File: config.mk
export PLATFORM = sky130hd
export DESIGN_NAME = sd_req_arbiter_flat
export DESIGN_NICKNAME = d
export VERILOG_FILES = /design/src/rtl/sd_req_arbiter_if.sv /design/src/rtl/sd_req_arbiter.sv /design/src/flat_wrapper.sv
export SDC_FILE = /design/constraint.sdc
export NUM_CORES = 1
export LEC_CHECK = 0
export ABC_AREA = 0
export BUFFER_PORTS_ARGS = -buffer_cell sky130_fd_sc_hd__buf_4
export CAP_MARGIN = 20
export CORE_MARGIN = 2
export CORE_UTILIZATION = 44
export DETAILED_ROUTE_END_ITERATION = 10
export HOLD_SLACK_MARGIN = 0.03
export PLACE_DENSITY = 0.82
export SLEW_MARGIN = 25
export SYNTH_ARGS = -nofsm -noshare
export SYNTH_HDL_FRONTEND = slang
export SYNTH_SLANG_ARGS = --single-unit
export TNS_END_PERCENT = 1
File: constraint.sdc
create_clock -name clk_sys_i -period 2.3 [get_ports clk_sys_i]
set_input_delay 0.46 -clock clk_sys_i [delete_from_list [all_inputs] [get_ports clk_sys_i]]
set_output_delay 0.46 -clock clk_sys_i [all_outputs]
set_load 0.02 [all_outputs]
File: src/rtl/sd_req_arbiter_if.sv
// Bundle of requester-side and mist_io-side signals shared by sd_req_arbiter.
// master is the arbiter's view; slave is the view of whatever surrounds it.
interface sd_req_arbiter_if #(
    parameter int unsigned NREQ = 4
);
    logic [NREQ-1:0]      req_rd;
    logic [NREQ-1:0]      req_wr;
    logic [NREQ-1:0]      req_drive;
    logic [32*NREQ-1:0]   req_lba;
    logic [8*NREQ-1:0]    req_buff_din;
    logic [NREQ-1:0]      req_busy;
    logic [NREQ-1:0]      req_done;
    logic [NREQ-1:0]      req_err;
    logic [NREQ-1:0]      req_buff_wr;
    logic [31:0]          sd_lba;
    logic [1:0]           sd_rd;
    logic [1:0]           sd_wr;
    logic                 sd_ack;
    logic                 sd_buff_wr;
    logic [7:0]           sd_buff_din;

    modport master (
        input  req_rd, req_wr, req_drive, req_lba, req_buff_din, sd_ack, sd_buff_wr,
        output req_busy, req_done, req_err, req_buff_wr, sd_lba, sd_rd, sd_wr, sd_buff_din
    );

    modport slave (
        output req_rd, req_wr, req_drive, req_lba, req_buff_din, sd_ack, sd_buff_wr,
        input  req_busy, req_done, req_err, req_buff_wr, sd_lba, sd_rd, sd_wr, sd_buff_din
    );
endinterface

File: src/rtl/sd_req_arbiter.sv
// Round-robin sharing of the mist_io SD sector interface between NREQ requesters,
// one sector op at a time, with an ack-wait watchdog.
module sd_req_arbiter #(
    parameter int unsigned NREQ    = 4,
    parameter int unsigned TO_BITS = 24
) (
    input  logic          clk_sys_i,
    input  logic          reset_ni,
    sd_req_arbiter_if.master bus
);
    localparam int unsigned PW = (NREQ > 1) ? $clog2(NREQ) : 1;

    localparam logic [1:0] StIdle = 2'd0;
    localparam logic [1:0] StReq  = 2'd1;
    localparam logic [1:0] StXfer = 2'd2;
    localparam logic [1:0] StDone = 2'd3;

    logic [1:0]         state_q, state_d;
    logic [PW-1:0]      g_q, g_d;
    logic [PW-1:0]      rr_q, rr_d;
    logic               drive_q, drive_d;
    logic               op_q, op_d;
    logic [31:0]        lba_q, lba_d;
    logic [TO_BITS-1:0] wd_q, wd_d;
    logic [NREQ-1:0]    busy_q, busy_d;
    logic [NREQ-1:0]    done_q, done_d;
    logic [NREQ-1:0]    err_q, err_d;
    logic [1:0]         rd_q, rd_d;
    logic [1:0]         wr_q, wr_d;

    logic [31:0]        lba_arr [NREQ];
    logic [7:0]         din_arr [NREQ];
    logic [NREQ-1:0]    pend;
    logic               found;
    logic [PW-1:0]      gsel;
    logic [PW-1:0]      rr_inc;
    logic [TO_BITS-1:0] wd_inc;
    logic [NREQ-1:0]    g_oh;
    logic               in_xfer;

    always_comb begin
        for (int i = 0; i < NREQ; i++) begin
            lba_arr[i] = bus.req_lba[32*i +: 32];
            din_arr[i] = bus.req_buff_din[8*i +: 8];
        end
    end

    assign pend = bus.req_rd | bus.req_wr;

    // First pending requester at or above rr_q, wrapping modulo NREQ.
    always_comb begin
        int           idx;
        logic [PW-1:0] idx_v;
        found = 1'b0;
        gsel  = '0;
        for (int k = 0; k < NREQ; k++) begin
            idx   = (int'(rr_q) + k) % int'(NREQ);
            idx_v = idx[PW-1:0];
            if (!found && pend[idx_v]) begin
                found = 1'b1;
                gsel  = idx_v;
            end
        end
    end

    assign rr_inc  = (int'(g_q) == int'(NREQ) - 1) ? '0 : g_q + PW'(1);
    assign wd_inc  = wd_q + TO_BITS'(1);
    assign g_oh    = NREQ'(1) << g_q;
    assign in_xfer = (state_q == StXfer);

    always_comb begin
        state_d = state_q;
        g_d     = g_q;
        rr_d    = rr_q;
        drive_d = drive_q;
        op_d    = op_q;
        lba_d   = lba_q;
        wd_d    = wd_q;
        busy_d  = busy_q;
        done_d  = '0;
        err_d   = '0;
        rd_d    = rd_q;
        wr_d    = wr_q;
        case (state_q)
            StIdle: begin
                if (found) begin
                    g_d     = gsel;
                    op_d    = bus.req_wr[gsel];
                    drive_d = bus.req_drive[gsel];
                    lba_d   = lba_arr[gsel];
                    busy_d  = NREQ'(1) << gsel;
                    wd_d    = '0;
                    rd_d    = bus.req_wr[gsel] ? 2'b00 : (2'b01 << bus.req_drive[gsel]);
                    wr_d    = bus.req_wr[gsel] ? (2'b01 << bus.req_drive[gsel]) : 2'b00;
                    state_d = StReq;
                end
            end
            StReq: begin
                if (bus.sd_ack) begin
                    rd_d    = 2'b00;
                    wr_d    = 2'b00;
                    state_d = StXfer;
                end else begin
                    wd_d = wd_inc;
                    if (&wd_inc) begin
                        err_d   = g_oh;
                        busy_d  = '0;
                        rd_d    = 2'b00;
                        wr_d    = 2'b00;
                        rr_d    = rr_inc;
                        state_d = StIdle;
                    end
                end
            end
            StXfer: begin
                if (!bus.sd_ack) begin
                    // done pulse and busy release land together, visible during DONE
                    done_d  = g_oh;
                    busy_d  = '0;
                    rr_d    = rr_inc;
                    state_d = StDone;
                end
            end
            StDone: state_d = StIdle;
            default: state_d = StIdle;
        endcase
    end

    always_ff @(posedge clk_sys_i or negedge reset_ni) begin
        if (!reset_ni) begin
            state_q <= StIdle;
            g_q     <= '0;
            rr_q    <= '0;
            drive_q <= 1'b0;
            op_q    <= 1'b0;
            lba_q   <= '0;
            wd_q    <= '0;
            busy_q  <= '0;
            done_q  <= '0;
            err_q   <= '0;
            rd_q    <= 2'b00;
            wr_q    <= 2'b00;
        end else begin
            state_q <= state_d;
            g_q     <= g_d;
            rr_q    <= rr_d;
            drive_q <= drive_d;
            op_q    <= op_d;
            lba_q   <= lba_d;
            wd_q    <= wd_d;
            busy_q  <= busy_d;
            done_q  <= done_d;
            err_q   <= err_d;
            rd_q    <= rd_d;
            wr_q    <= wr_d;
        end
    end

    assign bus.req_busy    = busy_q;
    assign bus.req_done    = done_q;
    assign bus.req_err     = err_q;
    assign bus.sd_rd       = rd_q;
    assign bus.sd_wr       = wr_q;
    assign bus.sd_lba      = (state_q == StReq || in_xfer) ? lba_q : 32'h0;
    assign bus.req_buff_wr = (in_xfer && bus.sd_buff_wr) ? g_oh : '0;
    assign bus.sd_buff_din = in_xfer ? din_arr[g_q] : 8'h00;
endmodule

File: src/flat_wrapper.sv
// flat-port wrapper written by rule: the top's interface ports become plain ports
module sd_req_arbiter_flat 
#(
    parameter int unsigned NREQ    = 4,
    parameter int unsigned TO_BITS = 24
)
  (clk_sys_i, reset_ni, bus_req_rd, bus_req_wr, bus_req_drive, bus_req_lba, bus_req_buff_din, bus_sd_ack, bus_sd_buff_wr, bus_req_busy, bus_req_done, bus_req_err, bus_req_buff_wr, bus_sd_lba, bus_sd_rd, bus_sd_wr, bus_sd_buff_din);
  sd_req_arbiter_if #(.NREQ(NREQ)) bus_i ();
  input  logic clk_sys_i;
  input  logic reset_ni;
  input wire logic [$bits(bus_i.req_rd)-1:0] bus_req_rd;
  input wire logic [$bits(bus_i.req_wr)-1:0] bus_req_wr;
  input wire logic [$bits(bus_i.req_drive)-1:0] bus_req_drive;
  input wire logic [$bits(bus_i.req_lba)-1:0] bus_req_lba;
  input wire logic [$bits(bus_i.req_buff_din)-1:0] bus_req_buff_din;
  input wire logic [$bits(bus_i.sd_ack)-1:0] bus_sd_ack;
  input wire logic [$bits(bus_i.sd_buff_wr)-1:0] bus_sd_buff_wr;
  output wire logic [$bits(bus_i.req_busy)-1:0] bus_req_busy;
  output wire logic [$bits(bus_i.req_done)-1:0] bus_req_done;
  output wire logic [$bits(bus_i.req_err)-1:0] bus_req_err;
  output wire logic [$bits(bus_i.req_buff_wr)-1:0] bus_req_buff_wr;
  output wire logic [$bits(bus_i.sd_lba)-1:0] bus_sd_lba;
  output wire logic [$bits(bus_i.sd_rd)-1:0] bus_sd_rd;
  output wire logic [$bits(bus_i.sd_wr)-1:0] bus_sd_wr;
  output wire logic [$bits(bus_i.sd_buff_din)-1:0] bus_sd_buff_din;
  assign bus_i.req_rd = bus_req_rd;
  assign bus_i.req_wr = bus_req_wr;
  assign bus_i.req_drive = bus_req_drive;
  assign bus_i.req_lba = bus_req_lba;
  assign bus_i.req_buff_din = bus_req_buff_din;
  assign bus_i.sd_ack = bus_sd_ack;
  assign bus_i.sd_buff_wr = bus_sd_buff_wr;
  assign bus_req_busy = bus_i.req_busy;
  assign bus_req_done = bus_i.req_done;
  assign bus_req_err = bus_i.req_err;
  assign bus_req_buff_wr = bus_i.req_buff_wr;
  assign bus_sd_lba = bus_i.sd_lba;
  assign bus_sd_rd = bus_i.sd_rd;
  assign bus_sd_wr = bus_i.sd_wr;
  assign bus_sd_buff_din = bus_i.sd_buff_din;
  sd_req_arbiter #(.NREQ(NREQ), .TO_BITS(TO_BITS)) u_core (.clk_sys_i(clk_sys_i), .reset_ni(reset_ni), .bus(bus_i));
endmodule
======== After elaboration in Yosys (flattened, before gate mapping) ========
Index checks and enable logic that the tools add are counted.
storage, ports and cells
  bits in registers ....................... 78
  bits of input ports ..................... 176
cells by class
  add/subtract/negate cells ............... 5
  order comparisons ....................... 7
  equality and inequality tests ........... 9
  shifts and indexed selects .............. 3
  mux-type cells .......................... 59
  bitwise logic cells ..................... 3
  reduce and logical (&&, ||, !) cells .... 19
operators by type and width
  kind                     number
  $mux W32                 3
  $bmux W32 S2             1
  $mux W24                 2
  $pmux W24 S2             1
  $mux W4                  10
  $mux W2                  17
  $add A24 B1 Y24 const B  1
  $mux W8                  3
  $reduce_and A24 Y1       1
  $bmux W8 S2              1
  $lt A2 B3 Y1 const B     5
  $bmux W1 S2              6
  $pmux W2 S2              3
  $pmux W4 S3              1
  $mux W1                  10
  $reduce_and A3 Y1        3
  $pmux W2 S4              1
  $shl A1 B2 Y4 const A    2
  $ge A3 B3 Y1 const B     2
  $not A2 Y3               2
  $reduce_and A5 Y1        1
  $add A2 B1 Y2 const B    2
  $add A2 B2 Y2 const B    2
  $eq A2 B1 Y1 const B     2
  other kinds (14)         23

======== Depth between registers and ports, before layout ========
  word-level depth ........................ 19
  gate-level depth with buffers ........... 10
  depth with buffers taken out ............ 9

======== Worst setup path after synthesis ========
OpenSTA, ideal clock, no wires.
  path kind ............................... reg-to-reg
  start point ............................. register u_core.wd_q[0]
  end point ............................... register u_core.rd_q[0] (netlist: u_core.bus.sd_rd[0])
  arrival ................................. 2,225 ps
  data required time ...................... 2,175 ps
  setup slack ............................. -50 ps
  cell stages (with the launch flop) ...... 10
  period minus slack after synthesis ...... 2,350 ps
  path through ............................ dfrtp_1 ha_1 and2_1 buf_4 o211ai_2 o311a_1 o21a_1 and4_1 o21ai_2 mux2_4
between the ends
  longest elaborated chain between the ends .. 4
RTL lines
  element                      RTL line               text
  start: declaration           sd_req_arbiter.sv:24   logic [TO_BITS-1:0] wd_q, wd_d;
  start signal: assignment     sd_req_arbiter.sv:150  wd_q <= wd_d;
  $add A24 B1 Y24              sd_req_arbiter.sv:67   assign wd_inc = wd_q + TO_BITS'(1);
  $reduce_and A24 Y1           sd_req_arbiter.sv:105  if (&wd_inc) begin
  $ne A3 B2 Y1 (no line)       -
  $reduce_and A3 Y1 (no line)  -
  end signal: assignment       sd_req_arbiter.sv:154  rd_q <= rd_d;
  end: declaration             sd_req_arbiter.sv:28   logic [1:0] rd_q, rd_d;
No other way between the ends.
A chain may end at the register's enable or synchronous reset.

======== Worst setup path after layout ========
Ends and elaborated chain as after synthesis.

==> impl_results.md <==
* DRC violations left at 0
* Setup TNS at -0.2753 ns
* Post-DR wirelength/cell at around 17 µm
* Share of synthesized registers carrying an async set or reset at 100.0%
* Top cell type by total area after synthesis: dfrtp_1
* Die span in x at about 120 µm
* Number of placed instances, taps included at 1152
* Detailed-router iteration count before antenna repair at 5
* Seq/Total Area, Yosys at a little over a third
* Most numerous cell types in the synthesized netlist: nand2_1 (230), nand3_1 (110), dfrtp_1 (78), and2_1 (48), clkbuf_1 (31)
* Final HPWL from detailed placement at 14500 µm
* H-tree depth reported by CTS at 3
* Vias in the first global route at ~6300
* Clock buffers created by TritonCTS at 9
* Largest net degree at the start of global routing at around 50
* Yosys cell types at 76
* Required time of the critical path at about 2.5 ns
* Iter 0 DRT Violations at approximately 510
* Worst Skew at between 0.008 and 0.009 ns
* Run status: finished with violations
* Final weighted congestion in routability-driven placement at slightly above 0.9
* HP Class: in -> async
* Worst-margin pin slew at about 0.51 ns
* Routed wire length at approximately 19000 µm
* Final setup violating endpoints at 7
* Maximum number of buffers from clock root to sink at 2
* Net count after synthesis at between 900 and 1000
* Die Ht at approximately 120 µm
* Failing checks: setup timing
* Commonest register cell after synthesis: dfrtp_1
* Post-synth design cell area at between 5000 and 6000 µm²
* Worst setup SP type: register
* Count of placed standard cells in the final layout, fillers left out at between 1000 and 1500
* Sum of internal, switching and leakage power at approximately 9400 µW
* Area Growth Syn to Fin at 47.28%
* Clk slew on worst S/H paths at approximately 0.06 ns
* Synthesis warning total at 0
* Leakage power figure at approximately 0.0042 µW
* Detailed-route vias per instance at between 5 and 6
* Root Driver: clkbuf_16
* Count of vias placed by the detailed router at ~6400
* Port bufs at 235
* Power per Cell Area at ~1100 nW/µm²
* CTS sink count at between 70 and 80
* Worst slew margin at roughly two thirds
* Final critical delay including setup and external delays at 2.420 ns
* Number of antenna-violating nets in the routed design at 0
* Final critical-path setup slack at -0.1197 ns
* Area inside the core boundary at 12520 µm²
* Post-synthesis area per instance at roughly 7.6 µm²
* Cell with the most instances after synthesis: nand2_1
* CP Class: reg -> reg
* Worst vdd ir at between 0.6 and 0.7 mV
* # diodes at 0
* Critical Path Sink Type: register
* Overall fraction of global-route tracks in use at between 20% and 30%
* Arrival time of the worst setup path at ~2.6 ns
* Initial core utilization at 44.67%
* Synthesized instance count at 734
* Overflow after GRT at 0
* Fraction of layout cells with a size suffix above 1 at between 30% and 40%
* Global-route wire length before repair at approximately 30000 µm
* Maximum Capacitance Violations at 0
* Worst-skew pair later-pin latency at 0.34 ns
* Count of standard-cell rows at 41
* Final Cycle Share at 105.2%
* CTS tree: done
* Final-stage net count at 1177
* Antenna violations before repair at 0
* Number of synthesized flops with an enable pin at 0
* DIE AREA at ~14000 µm²
* Yosys reg bits at just under 80
* Highest achievable clock rate at between 400 and 500 MHz
* Final max-slew violation count at 0
* Worst-path maximum fanout at 4
* Total setup buffers inserted after CTS at 0
* Area share of the largest cell type after synthesis at 34.91%
* Worst-case setup slack after placement at -0.1509 ns
* Final Hold Violating Endpoints at 0
* RSZ-0062 raised after global routing: yes
* Ports at 236
* Top area cells in the synthesized netlist: dfrtp_1 (35%), nand2_1 (15%), nand3_1 (9.8%)
## worst paths after layout
check	slack, ns	depth (start not counted)	end	startpoint
worst max-delay path	-0.12	9	u_core.bus.sd_rd[0]$_DFFE_PN0P_	u_core.wd_q[0]$_DFFE_PN0P_
worst min register to register	0.46	2	u_core.lba_q[15]$_DFFE_PN0P_	u_core.lba_q[15]$_DFFE_PN0P_
worst min-delay path	0.08	1	u_core.wd_q[3]$_DFFE_PN0P_	reset_ni
min in group clk_sys_i	0.45	5	u_core.lba_q[9]$_DFFE_PN0P_	bus_req_lba[105]
max in group asynchronous	1.62	2	u_core.wd_q[1]$_DFFE_PN0P_	reset_ni
worst max register to register	-0.12	9	u_core.bus.sd_rd[0]$_DFFE_PN0P_	u_core.wd_q[0]$_DFFE_PN0P_
## kinds of logic after synthesis
logic type / after synthesis / synth area share, %
fa+ha+maj: 10 / 2.238
buf+inv: 59 / 4.878
compound gates: 95 / 12.08
mux: 15 / 4.833
xor+xnor: 4 / 0.6267
simple gates: 473 / 40.43
flops: 78 / 34.91
## flip-flops by register name, indices dropped and copies added (netlist names), named ones only
register             count
u_core.g_q               2
u_core.bus.sd_wr         2
u_core.rr_q              2
u_core.bus.req_done      4
u_core.bus.req_err       4
u_core.state_q           1
u_core.lba_q            32
u_core.wd_q             24
u_core.bus.req_busy      4
u_core.bus.sd_rd         2
## cells in the final DEF (no fill, tap or decap), types with 3 or more instances in the layout
cell	synthesis	layout
a21o_1	4	4
a21oi_1	9	9
a21oi_2	3	3
a31oi_1	5	4
and2_1	48	47
and3_1	13	12
and4_1	5	4
buf_12	0	5
buf_4	3	290
clkbuf_16	0	9
dfrtp_1	78	76
ha_1	10	8
inv_1	9	9
mux2_4	1	3
mux2i_1	3	3
mux4_2	9	9
nand2_1	230	230
nand2b_1	5	5
nand3_1	110	110
nand4_1	8	8
nor2_1	22	22
nor3_1	7	6
o211ai_1	5	5
o21ai_0	26	26
o31ai_1	14	14
o41ai_1	3	3
## where the power goes
group / internal (µW) / switching [µW]
Combinational: 2470 / 3480
Clock: 746 / 626
Sequential: 1800 / 279
## cell type report
cell class	count	area, µm²
Fill cell	1082	4282
Multi-Input combinational cell	597	3457
Inverter	9	33.78
Sequential cell	78	1954
Clock inverter	7	57.56
Timing Repair Buffer	296	2292
Tap cell	172	215.2
Clock buffer	9	225.2
## critical path: stages (launching register included)
cell and delay (ns):
dfrtp_1 0.43, inv_1 0.09, ha_1 0.16, nand4_1 0.14, or4b_4 0.53, nor3_4 0.13, o21a_1 0.20, and4_4 0.26
o21ai_4 0.07, mux2_4 0.30
## per-stage QoR
step                util, %  area [µm²]  hold WS [ns]
global placement      62.99        7885        0.4421
finish                65.79        8235       0.07732
global route          65.79        8235        0.1020
detailed placement    62.99        7885        0.4456
CTS                   65.48        8197       0.08563
floorplan                 -        5604        0.1644
## what timing repair did
| item | 4_1_cts | 5_1_grt |
|---|---|---|
| gates resized for setup | 9 | 8 |
| hold buffers | 0 | 0 |
| pin swaps | 1 | 1 |
| endpoints found under the setup margin | 15 | 49 |
## per-layer routing
| metal | share of wire (%) | global-route usage (%) | vias up |
|---|---|---|---|
| met3 | 6.3 | 6.850 | 62 |
| met4 | 3.6 | 12.24 | 0 |
| met1 | 39 | 34.72 | 2982 |
| met2 | 51 | 48.86 | 278 |
| met5 | 0 | 0 | - |
| li1 | - | - | 3048 |
Power figures use the tool's default switching activity.
